[config.mk]
export PLATFORM = sky130hd
export DESIGN_NAME = sa_skew_array
export DESIGN_NICKNAME = d
export VERILOG_FILES = /design/src/rtl/sa_skew_array.sv
export SDC_FILE = /design/constraint.sdc
export NUM_CORES = 1
export LEC_CHECK = 0
export BUFFER_PORTS_ARGS = -buffer_cell sky130_fd_sc_hd__buf_2
export CAP_MARGIN = 20
export CORE_UTILIZATION = 45
export CTS_CLUSTER_SIZE = 24
export DETAILED_ROUTE_END_ITERATION = 8
export HOLD_SLACK_MARGIN = 0.1
export PLACE_DENSITY = 0.67
export SYNTH_ARGS = -nofsm -noshare
export SYNTH_HDL_FRONTEND = slang
export SYNTH_SLANG_ARGS = --single-unit
[constraint.sdc]
create_clock -name clk -period 15.74 [get_ports clk]
set_clock_uncertainty 0.05 [all_clocks]
set_input_delay 2.361 -clock clk [delete_from_list [all_inputs] [get_ports clk]]
set_output_delay 2.361 -clock clk [all_outputs]
set_load 0.1 [all_outputs]
[src/rtl/sa_skew_array.sv]
// sa_skew_array: output-stationary ROWS x COLS systolic MAC array with built-in input skew.
// Define SA_SAT_EN to make every accumulator update saturate instead of wrap.
module sa_skew_array #(
    parameter int WIDTH = 8,
    parameter int ACC   = 32,
    parameter int ROWS  = 2,
    parameter int COLS  = 2,
    parameter int KMAX  = 16,
    localparam int KW   = $clog2(KMAX + 1)
) (
    input  logic                     clk,
    input  logic                     rst,
    input  logic                     start,
    input  logic [KW-1:0]            k_len,
    input  logic                     accum,
    input  logic                     in_valid,
    output logic                     in_ready,
    input  logic [ROWS*WIDTH-1:0]    a_in,
    input  logic [COLS*WIDTH-1:0]    b_in,
    output logic                     busy,
    output logic                     done,
    output logic [ROWS*COLS*ACC-1:0] acc_out
);
    localparam int DW = $clog2(ROWS + COLS);
    localparam int CW = KW > DW ? KW : DW;

    typedef enum logic [1:0] {IDLE, LOAD, DRAIN, DONE} state_t;

    state_t            state_q, state_d;
    logic [CW-1:0]     cnt_q, cnt_d;
    logic [KW-1:0]     klen_q;
    logic              go, fire, adv, clr;
    logic [ROWS*WIDTH-1:0] a_src;
    logic [COLS*WIDTH-1:0] b_src;
    logic [WIDTH-1:0]  a_w [ROWS][COLS];
    logic [WIDTH-1:0]  b_w [ROWS][COLS];

    assign go       = state_q == IDLE && start && k_len <= KW'(KMAX);
    assign fire     = state_q == LOAD && in_valid;
    assign adv      = fire || state_q == DRAIN;
    assign clr      = go && !accum;
    assign in_ready = state_q == LOAD;
    assign busy     = state_q == LOAD || state_q == DRAIN;
    assign done     = state_q == DONE;
    // Zeros are injected while draining so the tail of the wavefront flushes the pipes.
    assign a_src    = state_q == LOAD ? a_in : '0;
    assign b_src    = state_q == LOAD ? b_in : '0;

    always_ff @(posedge clk) begin
        if (rst) begin
            state_q <= IDLE;
            cnt_q   <= '0;
            klen_q  <= '0;
        end else begin
            state_q <= state_d;
            cnt_q   <= cnt_d;
            klen_q  <= go ? k_len : klen_q;
        end
    end

    always_comb begin
        state_d = state_q;
        cnt_d   = cnt_q;
        case (state_q)
            IDLE: if (go) begin
                state_d = k_len == '0 ? DONE : LOAD;
                cnt_d   = '0;
            end
            LOAD: if (fire) begin
                cnt_d = cnt_q + CW'(1);
                if (cnt_d == CW'(klen_q)) begin
                    state_d = DRAIN;
                    cnt_d   = '0;
                end
            end
            DRAIN: begin
                cnt_d = cnt_q + CW'(1);
                if (cnt_q == CW'(ROWS + COLS - 2)) begin
                    state_d = DONE;
                    cnt_d   = '0;
                end
            end
            default: state_d = IDLE;
        endcase
    end

    for (genvar i = 0; i < ROWS; i++) begin : g_ska
        if (i == 0) begin : g_direct
            assign a_w[0][0] = a_src[0 +: WIDTH];
        end else begin : g_delay
            logic [WIDTH-1:0] sk_q [i];
            always_ff @(posedge clk) begin
                if (rst) begin
                    for (int d = 0; d < i; d++) sk_q[d] <= '0;
                end else if (adv) begin
                    sk_q[0] <= a_src[i*WIDTH +: WIDTH];
                    for (int d = 1; d < i; d++) sk_q[d] <= sk_q[d-1];
                end
            end
            assign a_w[i][0] = sk_q[i-1];
        end
    end

    for (genvar j = 0; j < COLS; j++) begin : g_skb
        if (j == 0) begin : g_direct
            assign b_w[0][0] = b_src[0 +: WIDTH];
        end else begin : g_delay
            logic [WIDTH-1:0] sk_q [j];
            always_ff @(posedge clk) begin
                if (rst) begin
                    for (int d = 0; d < j; d++) sk_q[d] <= '0;
                end else if (adv) begin
                    sk_q[0] <= b_src[j*WIDTH +: WIDTH];
                    for (int d = 1; d < j; d++) sk_q[d] <= sk_q[d-1];
                end
            end
            assign b_w[0][j] = sk_q[j-1];
        end
    end

    for (genvar i = 0; i < ROWS; i++) begin : g_row
        for (genvar j = 0; j < COLS; j++) begin : g_pe
            logic [2*WIDTH-1:0] prod;
            logic [ACC-1:0]     acc_q, acc_d;
            assign prod = (2*WIDTH)'($signed(a_w[i][j])) * (2*WIDTH)'($signed(b_w[i][j]));
`ifdef SA_SAT_EN
            logic [ACC:0] sum;
            assign sum   = (ACC+1)'($signed(acc_q)) + (ACC+1)'($signed(prod));
            assign acc_d = sum[ACC] != sum[ACC-1] ? {sum[ACC], {(ACC-1){~sum[ACC]}}} : sum[ACC-1:0];
`else
            assign acc_d = acc_q + ACC'($signed(prod));
`endif
            always_ff @(posedge clk) begin
                if (rst || clr) acc_q <= '0;
                else if (adv) acc_q <= acc_d;
            end
            assign acc_out[(i*COLS+j)*ACC +: ACC] = acc_q;
            if (j < COLS - 1) begin : g_ah
                logic [WIDTH-1:0] ah_q;
                always_ff @(posedge clk) begin
                    if (rst) ah_q <= '0;
                    else if (adv) ah_q <= a_w[i][j];
                end
                assign a_w[i][j+1] = ah_q;
            end
            if (i < ROWS - 1) begin : g_bv
                logic [WIDTH-1:0] bv_q;
                always_ff @(posedge clk) begin
                    if (rst) bv_q <= '0;
                    else if (adv) bv_q <= b_w[i][j];
                end
                assign b_w[i+1][j] = bv_q;
            end
        end
    end
endmodule

==> out/results.tsv <==
stage	metric	value	unit
outcome	status	completed	
timing	min_period_over_period	0.5978	
timing	final_max_slew_viol_count	0	
cts	postCtsSetupBuffers	0	
final_layout	drive_gt1_frac	0.08298	
logic_synthesis	synth.ff_latch_count	188	
setup_path	cp-end-kind	register	
logic_synthesis	yosysWarningCount	0	
setup_path	arrival	9.78	ns
cts	cts_tree	yes	
placement	dp_cells	3487	
timing	hold_viol	0	
routing	drt_iter0_markers	1027	
logic_synthesis	synthAdderAreaFrac	0.3367	
global_routing	antenna_found_initial	0	
die	die_h	225.9	um
pwr	clkPwrFrac	0.163	
logic_synthesis	seq_area_frac_synth	0.1739	
pwr	p_seq_frac	0.236	
routing	drcViolationCount	0	
logic_synthesis	netlist_area	22560	um2
cts	ctsHtreeMaxLevel	4	
timing	finalSetupViolCount	0	
die	rows	81	
die	start_util	0.4589	
logic_synthesis	syn_inst	2713	
setup_path	required	16.12	ns
die	core	49150	um2
placement	place_ws	5.724	ns
pwr	internal-power	1.267	mW
setup_path	crit_path_start_kind	input port	
logic_synthesis	synth_mux_area_frac	0.003994	
logic_synthesis	syn_area_per_cell	8.315	um2
routing	vias	19020	
logic_synthesis	synth_top_family_by_area	adder cells	
cts	clock-sinks	188	
cts	clk_path_buf_depth	2	
final_layout	syn_to_final_growth	9.440	%
setup_path	path_common_cell	fa_1	
timing	max_freq	0.1063	GHz
hold_path	hp-start	g_row[1].g_pe[0].acc_q[5]	
setup_path	cp_slowest_stage_delay	0.80	ns
global_routing	grt_max_degree	85	
final_layout	mostFrequentLayoutCell	inv_1	
routing	vias_per_cell	5.403	
setup_path	path_class	in2reg	
routing	drtPass1Iterations	5	
placement	placed_area	24110	um2
routing	ant_nets	0	
pwr	ir_drop	0.1283	mV
routing	routedWlPerCell	16.61	um
setup_path	critPathBufInv	4	
setup_path	crit_slowest_cell	xnor2_2	
placement	dp_hpwl	45760	um
die	die_w	225.9	um
logic_synthesis	ys_types	66	
cts	cts-resized-gates	0	
pwr	powerDensity	109.5	nW/um2
routing	routed_wirelength	58470	um
pwr	p_leak	12.12	nW
setup_path	path_delay_family	adder cells	
logic_synthesis	synthSimpleGateAreaFrac	0.1822	
die	io_pins	173	
logic_synthesis	synth_compound_area_frac	0.1642	
timing	fin_ws	6.331	ns
placement	io_buffers	172	
logic_synthesis	syn_nets	3227	
die	die_area	51030	um2
hold_path	hold_class	reg2reg	
final_layout	fin_nets	3357	
timing	tns	0	ns
final_layout	mostFrequentLayoutCells	inv_1, nand2_1, ha_1	
cts	root_buffer	clkbuf_16	
pwr	switchingPower	1.437	mW
global_routing	first_global_vias	18980	
final_layout	diodes	0	
placement	place_congestion	0.9118	
logic_synthesis	synth_ff_type	dfxtp_1	
timing	rsz0062_at_grt	false	
final_layout	fin_cells	3520	
cts	clkLatencyLatePin	0.50	ns
final_layout	finalInstanceArea	24690	um2
pwr	netSwitchingFraction	0.5315	
global_routing	grt-ovfl-total	0	
logic_synthesis	synth_edf_count	16	
logic_synthesis	post_synth_xor_area_fraction	0.06600	
timing	relSlewSlack	0.3159	
timing	holdWs	0.4264	ns
cts	clk_pin_slew_worst_paths	0.08	ns
pwr	combPwrFrac	0.600	
cts	cts-buffers-inserted	17	
global_routing	grt_util_all_layers	0.2349	
timing	worstMarginPinSlew	1.021	ns
global_routing	grt_first_pass_wirelength	95220	um
flow_run	maxCapViolCount	0	
setup_path	cp_max_fo	18	
setup_path	startpoint	b_in[7]	
setup_path	r2r-start	state_q[1]	
logic_synthesis	async_reset_ff_frac	0	
cts	ctsHoldBuffers	0	
timing	period_needed	9.409	ns
-- worst paths after layout --
| kind | end | slack [ns] | cells after the start |
|---|---|---|---|
| max reg2reg | g_row[0].g_pe[0].acc_q[31] | 6.98 | 29 |
| min | g_row[1].g_pe[0].acc_q[5] | 0.43 | 2 |
| min reg2reg | g_row[1].g_pe[0].acc_q[5] | 0.43 | 2 |
| max | g_row[0].g_pe[0].acc_q[31] | 6.33 | 27 |
-- worst reg2reg max path, delay by kind of cell (launching register included) --
kind	cells	cell delay [ns]
xor gates and xnor gates	2	0.95
and+or+nand+nor	6	1.74
buffers and inverters	5	0.71
adders and majority gates	7	2.84
AOI/OAI and AO/OA	9	2.05
DFF	1	0.34
-- sequential cells by signal, summed over array words and instances (netlist names) --
| name | cells |
|---|---|
| g_row.g_pe.g_ah.ah_q | 16 |
| g_ska.g_delay.sk_q | 8 |
| klen_q | 5 |
| g_row.g_pe.acc_q | 128 |
| g_skb.g_delay.sk_q | 8 |
| g_row.g_pe.g_bv.bv_q | 16 |
| cnt_q | 5 |
| state_q | 2 |
-- power groups by stage --
stage | Combinational [mW] | Sequential [mW] | Clock, mW
after floorplan | 0.992 | 0.914 | 0
after detailed placement | 1.62 | 0.649 | 0
after global routing | 1.78 | 0.648 | 0.471
after global placement | 1.59 | 0.648 | 0
final | 1.62 | 0.639 | 0.442
after CTS | 1.63 | 0.638 | 0.455
-- layout make-up --
| type | instances | area, um2 |
|---|---|---|
| clock buffer | 22 | 485.5 |
| clock inverter | 10 | 76.32 |
| fill | 4666 | 24470 |
| inverter | 364 | 1366 |
| multi-input combinational | 2087 | 17040 |
| sequential | 188 | 3924 |
| tap | 664 | 830.8 |
| timing repair buffer | 185 | 965.9 |
-- routing by layer --
metal | up-vias | track usage | share of wire
met5 | - | 0 | 0
met4 | 0 | 0.07088 | 0.021
met3 | 76 | 0.05647 | 0.055
met2 | 370 | 0.4031 | 0.49
met1 | 9203 | 0.2896 | 0.43
li1 | 9370 | - | -
-- kinds of logic (layout without fill, tap and decap cells) --
| logic type | after synthesis | in the layout |
|---|---|---|
| compound gates | 596 | 596 |
| xor+xnor | 170 | 170 |
| fa+ha+maj | 472 | 472 |
| buf+inv | 438 | 581 |
| flops | 188 | 188 |
| mux | 9 | 9 |
| simple gates | 840 | 840 |
-- cells in the mapped netlist, drive strengths merged (4+ instances only) --
cell	n	area [um2]
a211o	4	35.03
a211oi	46	345.3
a21o	68	510.5
a21oi	234	1171
a22o	9	78.83
a22oi	4	30.03
a311oi	4	35.03
a31oi	16	100.1
and2	152	950.9
and3	58	362.9
and4	4	35.03
buf	15	58.81
clkbuf	59	221.5
dfxtp	172	3443
edfxtp	16	480.5
fa	225	4504
ha	247	3090
inv	364	1366
mux2i	9	90.09
nand2	285	1070
nand2b	20	125.1
nand3	83	415.4
nand3b	4	30.03
nand4	17	106.4
nor2	138	518.0
nor2b	12	75.07
nor3	28	140.1
nor3b	5	37.54
nor4	4	25.02
nor4b	4	35.03
o211ai	11	82.58
o21a	13	97.59
o21ai	108	540.5
o21bai	29	217.7
o31ai	13	97.59
o41ai	8	77.58
or2	5	31.28
or3	13	86.33
xnor2	127	1112
xor2	43	376.6
-- stage by stage --
step	power, mW	utilization
2_1_floorplan	1.906	-
3_3_place_gp	2.234	0.4904
3_5_place_dp	2.267	0.4906
4_1_cts	2.721	0.5020
5_1_grt	2.904	0.5023
6_report	2.704	0.5023
No activity file was read; power rests on OpenSTA's default activity.
